[config.mk]
export PLATFORM = sky130hd
export DESIGN_NAME = w5300_sock_rx
export DESIGN_NICKNAME = d
export VERILOG_FILES = /design/src/rtl/w5300_sock_rx_pkg.sv /design/src/rtl/w5300_sock_rx_poll_timer.sv /design/src/rtl/w5300_sock_rx.sv
export SDC_FILE = /design/constraint.sdc
export NUM_CORES = 1
export LEC_CHECK = 0
export ABC_AREA = 1
export BUFFER_PORTS_ARGS = -buffer_cell sky130_fd_sc_hd__buf_2
export CAP_MARGIN = 30
export CORE_MARGIN = 1.5
export CORE_UTILIZATION = 45
export DETAILED_ROUTE_END_ITERATION = 8
export PLACE_DENSITY = 0.69
export SLEW_MARGIN = 20
export SYNTH_ARGS = -nofsm -noshare
export SYNTH_HDL_FRONTEND = slang
export SYNTH_SLANG_ARGS = --single-unit
[constraint.sdc]
create_clock -name clk -period 4.7 [get_ports clk]
set_input_delay 0.94 -clock clk [delete_from_list [all_inputs] [get_ports clk]]
set_output_delay 0.94 -clock clk [all_outputs]
set_load 0.01 [all_outputs]
[src/rtl/w5300_sock_rx_pkg.sv]
// Shared W5300 definitions: register map, command codes and the socket-RX FSM states.
package w5300_sock_rx_pkg;

    localparam logic [9:0] SN_CR       = 10'h202;
    localparam logic [9:0] SN_IR       = 10'h206;
    localparam logic [9:0] SN_RX_RSR0  = 10'h228;
    localparam logic [9:0] SN_RX_RSR2  = 10'h22A;
    localparam logic [9:0] SN_RX_FIFOR = 10'h230;

    localparam logic [15:0] SN_CR_RECV     = 16'h0040;
    localparam logic [15:0] SN_IR_IMR_RECV = 16'h0004;

    localparam int RX_HDR_WORDS = 4;

    typedef enum logic [3:0] {
        IDLE, WAIT, RSR0, RSR2, HDR_IP0, HDR_IP2, HDR_PORT, HDR_LEN, DATA, CMD_RECV, CLR_IR
    } rx_state_t;

    // Socket register blocks are 0x40 apart; base is the socket-0 address.
    function automatic logic [9:0] get_socket_n_reg(input logic [9:0] base, input int unsigned sock);
        return base + 10'(sock * 32'h40);
    endfunction

endpackage

[src/rtl/w5300_sock_rx_poll_timer.sv]
// Idle-poll interval timer: a start pulse begins a run, done pulses once CYCLES clocks later.
module poll_timer #(
    parameter int CYCLES = 1000
) (
    input  logic clk,
    input  logic rst,
    input  logic start,
    output logic done
);
    localparam int CW = $clog2(CYCLES + 1);
    localparam logic [CW-1:0] LAST = CW'(CYCLES - 1);

    logic [CW-1:0] cnt;
    logic          run;

    always_ff @(posedge clk) begin
        if (rst) begin
            cnt  <= '0;
            run  <= 1'b0;
            done <= 1'b0;
        end else begin
            done <= 1'b0;
            if (start) begin
                cnt <= '0;
                run <= 1'b1;
            end else if (run) begin
                if (cnt == LAST) begin
                    run  <= 1'b0;
                    done <= 1'b1;
                end else begin
                    cnt <= cnt + 1'b1;
                end
            end
        end
    end
endmodule

[src/rtl/w5300_sock_rx.sv]
// Drains one W5300 UDP socket: polls RX_RSR, reads the 8-byte header, streams payload, acks with RECV.
module w5300_sock_rx
    import w5300_sock_rx_pkg::*;
#(
    parameter int SOCKET      = 0,
    parameter int POLL_CYCLES = 1000
) (
    input  logic        clk,
    input  logic        rst,
    input  logic        en,
    output logic        bus_req,
    output logic        bus_wr,
    output logic [9:0]  bus_addr,
    output logic [15:0] bus_wdata,
    input  logic        bus_ack,
    input  logic [15:0] bus_rdata,
    output logic        hdr_valid,
    output logic [31:0] hdr_ip,
    output logic [15:0] hdr_port,
    output logic [15:0] hdr_len,
    output logic [15:0] rx_data,
    output logic        rx_valid,
    output logic        rx_last,
    output logic        rx_odd,
    input  logic        rx_ready,
    output logic        busy
);
    localparam logic [9:0] A_RSR0  = get_socket_n_reg(SN_RX_RSR0, SOCKET);
    localparam logic [9:0] A_RSR2  = get_socket_n_reg(SN_RX_RSR2, SOCKET);
    localparam logic [9:0] A_FIFOR = get_socket_n_reg(SN_RX_FIFOR, SOCKET);
    localparam logic [9:0] A_CR    = get_socket_n_reg(SN_CR, SOCKET);
    localparam logic [9:0] A_IR    = get_socket_n_reg(SN_IR, SOCKET);

    rx_state_t   state;
    logic [16:0] rsr;
    logic [15:0] words_left;
    logic        timer_done;
    logic        timer_start;

    logic        bus_state, issue, done;
    logic [9:0]  req_addr;
    logic        req_wr;
    logic [15:0] req_wdata;

    // 17-bit length math so len=0xFFFF rounds up to 0x8000 words without wrapping.
    logic [16:0] len_p1;
    logic [15:0] words;
    logic [17:0] need;
    logic        short_pkt;

    assign len_p1    = {1'b0, bus_rdata} + 17'd1;
    assign words     = len_p1[16:1];
    assign need      = 18'd8 + {1'b0, words, 1'b0};
    assign short_pkt = ({1'b0, rsr} < need);

    assign timer_start = (state == IDLE) && en;

    poll_timer #(.CYCLES(POLL_CYCLES)) u_poll_timer (
        .clk   (clk),
        .rst   (rst),
        .start (timer_start),
        .done  (timer_done)
    );

    always_comb begin
        req_addr  = A_FIFOR;
        req_wr    = 1'b0;
        req_wdata = 16'h0000;
        case (state)
            RSR0:     req_addr = A_RSR0;
            RSR2:     req_addr = A_RSR2;
            CMD_RECV: begin req_addr = A_CR; req_wr = 1'b1; req_wdata = SN_CR_RECV;     end
            CLR_IR:   begin req_addr = A_IR; req_wr = 1'b1; req_wdata = SN_IR_IMR_RECV; end
            default:  ;
        endcase
    end

    assign bus_state = (state inside {RSR0, RSR2, HDR_IP0, HDR_IP2, HDR_PORT, HDR_LEN, DATA, CMD_RECV, CLR_IR});
    // A payload read is only launched once the previous word has left the output register.
    assign issue     = bus_state && !bus_req && !(state == DATA && rx_valid);
    assign done      = bus_req && bus_ack;

    always_ff @(posedge clk) begin
        if (rst) begin
            state      <= IDLE;
            bus_req    <= 1'b0;
            bus_wr     <= 1'b0;
            bus_addr   <= '0;
            bus_wdata  <= '0;
            hdr_valid  <= 1'b0;
            hdr_ip     <= '0;
            hdr_port   <= '0;
            hdr_len    <= '0;
            rx_data    <= '0;
            rx_valid   <= 1'b0;
            rx_last    <= 1'b0;
            rx_odd     <= 1'b0;
            busy       <= 1'b0;
            rsr        <= '0;
            words_left <= '0;
        end else begin
            hdr_valid <= 1'b0;
            if (issue) begin
                bus_req   <= 1'b1;
                bus_wr    <= req_wr;
                bus_addr  <= req_addr;
                bus_wdata <= req_wdata;
            end
            if (done) bus_req <= 1'b0;

            case (state)
                IDLE: if (en) state <= WAIT;
                WAIT: if (timer_done) begin state <= RSR0; busy <= 1'b1; end
                RSR0: if (done) begin rsr[16] <= bus_rdata[0]; state <= RSR2; end
                RSR2: if (done) begin
                    rsr[15:0] <= bus_rdata;
                    if ({rsr[16], bus_rdata} == 17'd0) begin
                        state <= IDLE;
                        busy  <= 1'b0;
                    end else begin
                        state <= HDR_IP0;
                    end
                end
                HDR_IP0:  if (done) begin hdr_ip[31:16] <= bus_rdata; state <= HDR_IP2;  end
                HDR_IP2:  if (done) begin hdr_ip[15:0]  <= bus_rdata; state <= HDR_PORT; end
                HDR_PORT: if (done) begin hdr_port      <= bus_rdata; state <= HDR_LEN;  end
                HDR_LEN: if (done) begin
                    hdr_len    <= bus_rdata;
                    words_left <= words;
                    if (short_pkt) begin
                        state <= CMD_RECV;
                    end else begin
                        hdr_valid <= 1'b1;
                        state     <= (words == 16'd0) ? CMD_RECV : DATA;
                    end
                end
                DATA: begin
                    if (done) begin
                        rx_data    <= bus_rdata;
                        rx_valid   <= 1'b1;
                        rx_last    <= (words_left == 16'd1);
                        rx_odd     <= (words_left == 16'd1) & hdr_len[0];
                        words_left <= words_left - 1'b1;
                    end else if (rx_valid && rx_ready) begin
                        rx_valid <= 1'b0;
                        rx_last  <= 1'b0;
                        rx_odd   <= 1'b0;
                        if (rx_last) state <= CMD_RECV;
                    end
                end
                CMD_RECV: if (done) state <= CLR_IR;
                CLR_IR:   if (done) state <= RSR0;
                default:  state <= IDLE;
            endcase
        end
    end
endmodule

Word-level counts from Yosys, hierarchy flattened:

Cells that the tools add are included.
W data, S select, Z words.

* register bits: 162
* input bits: 21
* output and inout bits: 113
* word-level logic and storage cells: 126

* $add $sub $neg: 4
* magnitude comparators: 1
* eq/ne operators: 27
* mux-type cells: 36
* bitwise operators: 5
* reductions and logical operators: 32

Operators with widths (number)
* $mux W4: 13
* $pmux W4 S11: 1
* $mux W16: 2
* $pmux W16 S2: 1
* $ne A2 B2 Y1 const B: 12
* $pmux W6 S4: 1
* $add A4 B17 Y18 const A: 1
* $lt A17 B18 Y1: 1
* $reduce_and A2 Y1: 9
* $add A16 B1 Y17 const B: 1
* $logic_not A17 Y1: 1
* $eq A16 B1 Y1 const B: 1
* $eq A4 B3 Y1 const B: 4
* $logic_not A16 Y1: 1
* $sub A16 B1 Y16 const B: 1
* $mux W1: 15
* $pmux W7 S2: 1
* $reduce_and A13 Y1: 1
* $eq A4 B4 Y1 const B: 3
* $add A10 B1 Y10 const B: 1
* $eq A10 B10 Y1 const B: 1
* $reduce_bool A9 Y1: 1
* $eq A4 B2 Y1 const B: 2
* $logic_and A1 B1 Y1: 6
* 13 further kinds: 24

Longest topological paths before layout:

* depth in word-level cells: 6
* gate-level depth with buffers: 24
* gate-level depth less buffers: 24

Modules after synthesis:

A second synthesis with hierarchy kept.

* cells, all modules: 958
* area, all modules: 7124.3 µm²

Modules (own cells, without submodules)
* w5300_sock_rx: times used 1, cells an instance 854, area an instance 6432.4 µm²
* poll_timer: times used 1, cells an instance 104, area an instance 691.9 µm²

Least setup slack after synthesis:

No wires, ideal clock.

* kind: input to register
* from: input port bus_rdata[0]
* to: register state[0]
* setup time: 0.131 ns
* data arrival time: 3.503 ns
* setup slack: 1.066 ns
* cell stages on the path: 22
* path buffers: 0
* cells stage by stage: ha_1 -> nand2_1 -> nor2_4 -> xnor2_1 -> inv_1 -> ha_1 -> inv_1 -> nor3_4 -> nand4_2 -> nor2_2 -> nand2_1 -> xor2_1 -> ha_1 -> nand3_1 -> nor3_1 -> o2111ai_1 -> nand3_1 -> nand2_1 -> nand2_1 -> nand2_1 -> nand2_1 -> a21oi_2

* longest elaborated chain between the ends: 6
* elaborated cells between the ends (all ways): 8

Ends and longest elaborated chain
* start, declared: RTL line w5300_sock_rx.sv:16 `input logic [15:0] bus_rdata,`
* $add A16 B1 Y17 (*): RTL line w5300_sock_rx.sv:51 `assign len_p1 = {1'b0, bus_rdata} + 17'd1;`
* $add A4 B17 Y18 / $logic_not A16 Y1 (equally long branches): RTL line w5300_sock_rx.sv:53, w5300_sock_rx.sv:134
* $lt A17 B18 Y1 / $mux W1 (equally long branches): RTL line w5300_sock_rx.sv:54, w5300_sock_rx.sv:134
* $mux W1 (*): RTL line w5300_sock_rx.sv:130 `if (short_pkt) begin`
* $mux W4 (*): RTL line w5300_sock_rx.sv:127 `HDR_LEN: if (done) begin`
* $pmux W4 S11 (*): RTL line w5300_sock_rx.sv:111 `case (state)`
* end signal, assigned: RTL line w5300_sock_rx.sv:134 `state <= (words == 16'd0) ? CMD_RECV : DATA;`
* end, declared: RTL line w5300_sock_rx.sv:34 `rx_state_t state;`

Mark *: on every way between the ends. The rest lies on a longest branch, timed or not. The select of a mux whose other input is x is not followed.
A chain may end at the register's enable or synchronous reset.

Worst setup path in the final report:

Ends and elaborated chain as after synthesis.

==> flow_metrics.tcl <==
set metrics [dict create \
    num_rows 45 \
    end_kind "register" \
    power.density_nw_per_um2 381 \
    maxCapViolations 0 \
    hold_buffers 0 \
    antenna_cells 0 \
    finClkSkew_ns 0.00849 \
    final_nets 1082 \
    start_util_pct 45.9 \
    grt_pass1_vias 6171 \
    antenna_found_initial 0 \
    r2r_start "state[3]$_SDFFE_PP0P_" \
    fin_crit_sh_pct 80.9 \
    dp_cells 1207 \
    holdCritStartpoint "bus_addr[3]$_SDFFE_PP0P_" \
    max_freq_mhz 263 \
    cp-start-kind "input pin" \
    crit_required_ns 5.00 \
    cts.sinks 142 \
    yosys_most_used_dff "dfxtp_1" \
    path_max_fanout 8 \
    slew_headroom_pct 40.4 \
    hold_viol 0 \
    die_h_um 127 \
    p_leak_nw 3.71 \
    drc 0 \
    r2r_end "words_left[9]$_SDFFE_PP0P_" \
    dr.pass1.iters 6 \
    async_reset_ff_share_pct 0 \
    post_cts_buffers 0 \
    crit_chain "buf_2 > ha_1 > nand2_1 > nor2_4 > xnor2_1 > inv_1 > ha_1 > inv_1 > nor3_4 > nand4_2 > nor2_2 > nand2_1 > xor2_1 > ha_1 > nand3_1 > nor3_1 > o2111ai_1 > nand3_1 > nand2_1 > nand2_1 > nand2_1 > nand2_1 > a21oi_2" \
    holdCritPathClass "register to register" \
    syn_avg_cell_area_um2 7.35 \
    synth-seq-cells 142 \
    grtUsageTotal_pct 26.0 \
    synth_largest_area_cell "dfxtp_1" \
    synth.distinct_cells 45 \
    vias 6735 \
    critPathBufInv 3 \
    worst_slack_ns 0.899 \
    fillers 1444 \
    die_area_um2 16200 \
    rsz0062_at_grt "false" \
    fin_area_um2 8120 \
    multi_input_area_um2 3510 \
    cts_buffer_depth 2 \
    syn_to_final_growth_pct 16.8 \
    drive_above_1_share_pct 18.2 \
    gr-total-overflow 0 \
    cts_buffers 17 \
    core_um2 15100 \
    htree_levels 4 \
    synthTopCellsByArea "dfxtp_1, a21oi_1, nand2_1, o21ai_0, nand3_1" \
    setup_violations 0 \
    ff_latch_area_um2 2840 \
    setup_tns_ns 0 \
    grt_max_degree 68 \
    mappedNetlistArea_um2 6950 \
    cts-root-buf "clkbuf_16" \
    dieWidth_um 127 \
    synth_top_area_share_pct 40.9 \
    tritoncts "done" \
    wirelength_um 20700 \
    ant_nets 0 \
    dp_slack_ns 0.512 \
    worst_slew_pin_slew_ns 0.894 \
    globalplace.congestion 0.924 \
    worstSkewPairLatency_ns 0.43 \
    dpl.hpwl_um 14000 \
    yosysSeqAreaShare_pct 40.9 \
    synth_cells 946 \
    vdd_ir_drop_max_uv 266 \
    crit_family "simple AND/OR/NAND/NOR gates" \
    hold_depth 2 \
    routed_via_density 5.44 \
    arrival_ns 4.10 \
    cpPeakStageDelay_ns 0.32 \
    ios 134 \
    cpMostUsedCell "nand2_1" \
    grt_pass1_wl_um 32900 \
    status "finished clean" \
    synth_edf_count 0 \
    fin_util_pct 53.6 \
    io_buffers 115 \
    wl_per_cell_um 16.7 \
    min_period_ns 3.80 \
    yosysWarnings 0 \
    drtIter0Drc 484 \
    rrSetupSlack_ns 1.75 \
    dpl_cell_area_um2 7520 \
    cts_resized 0 \
    clk_pin_slew_ns 0.06 \
    final_cells 1239 \
    maxSlewViolCount 0 \
    min_to "bus_addr[3]$_SDFFE_PP0P_" \
    crit_type "input pin to register" \
    rr_worst_depth 10 \
    slowest_stage "ha_1" \
]
[per-stage QoR]
step / power [mW] / hold WS (ns)
2_1_floorplan: 1.59 / 0.439
3_3_place_gp: 1.72 / 0.448
3_5_place_dp: 1.72 / 0.455
4_1_cts: 3.09 / 0.464
5_1_grt: 3.20 / 0.481
6_report: 3.10 / 0.460
[state kept, by name, summed over array words and instances, names as in the netlist, 2 cells and up]
register,flops
bus_addr,5
bus_wdata,2
hdr_ip,32
hdr_len,16
hdr_port,16
rsr,16
rx_data,16
state,4
u_poll_timer.cnt,10
words_left,16
[logic make-up after synthesis]
kind of cell	synth area share (%)
and+or+nand+nor	23.1
other	0.0539
xor gates and xnor gates	1.89
AOI/OAI and AO/OA	20.3
DFF	40.9
adders and majority gates	4.14
buffers and inverters	9.61
[cell usage in the layout, fill, tap and decap left out, types with 13 or more instances in the layout]
cell type and instances:
nand2_1 150, dfxtp_1 142, nand3_1 62, a21oi_1 139, inv_1 77, buf_2 115
clkbuf_16 17, o21ai_0 99, nor2_1 74, nand4_1 13, ha_1 23, conb_1 18
[power by group]
part / total (mW) / internal, mW / switching (mW)
Clock: 1.39 / 0.834 / 0.556
Combinational: 0.425 / 0.117 / 0.308
Sequential: 1.28 / 1.24 / 0.0370
Total: 3.10 / 2.20 / 0.900
[routing by layer]
metal	part of all wire, %	track usage (%)	vias to the layer above
met1	45	34.5	3099
li1	-	-	3324
met3	7.6	6.78	39
met4	2.6	10.4	0
met5	0	0	-
met2	45	40.4	273
[final cells by class]
cell class,count,share of cell area (%)
well taps,188,2.90
multi-input cells,672,43.2
inverters,85,3.93
clock buffers,22,5.84
flip-flops and latches,142,35.0
repair buffers,120,7.55
clock inverters,10,1.57
[synth_stat cells, types with 2 or more instances]
cell type	number
a211oi_1	5
a21oi_1	139
a31oi_1	5
buf_1	2
buf_2	15
buf_4	20
buf_6	2
clkbuf_1	25
dfxtp_1	142
ha_1	23
inv_1	77
inv_2	7
nand2_1	150
nand2_2	10
nand2_4	2
nand3_1	62
nand3_2	2
nand4_1	13
nor2_1	74
nor2_2	5
nor2_4	6
nor3_1	10
nor3_4	3
nor4_1	6
o211ai_1	4
o21a_1	2
o21ai_0	99
o21ai_1	3
o21ai_2	2
o21bai_1	2
o31ai_1	2
xnor2_1	5
xor2_1	10
[worst register-to-register path: cells and delay by family, from the launching register on]
kind | cells | cell delay [ns]
compound gates | 3 | 0.43
simple gates | 4 | 1.57
flops | 1 | 0.38
buf+inv | 3 | 0.48
[worst max path at each step]
stage,start,depth (start not counted),slack [ns],endpoint
floorplan,bus_rdata[0],22,1.07,state[0]$_SDFFE_PP0P_
global placement,bus_rdata[0],23,0.62,state[0]$_SDFFE_PP0P_
detailed placement,bus_rdata[0],23,0.51,state[0]$_SDFFE_PP0P_
CTS,bus_rdata[0],23,0.93,state[0]$_SDFFE_PP0P_
global route,bus_rdata[0],23,0.70,state[0]$_SDFFE_PP0P_
finish,bus_rdata[0],23,0.90,state[0]$_SDFFE_PP0P_
Power figures use the tool's default switching activity.
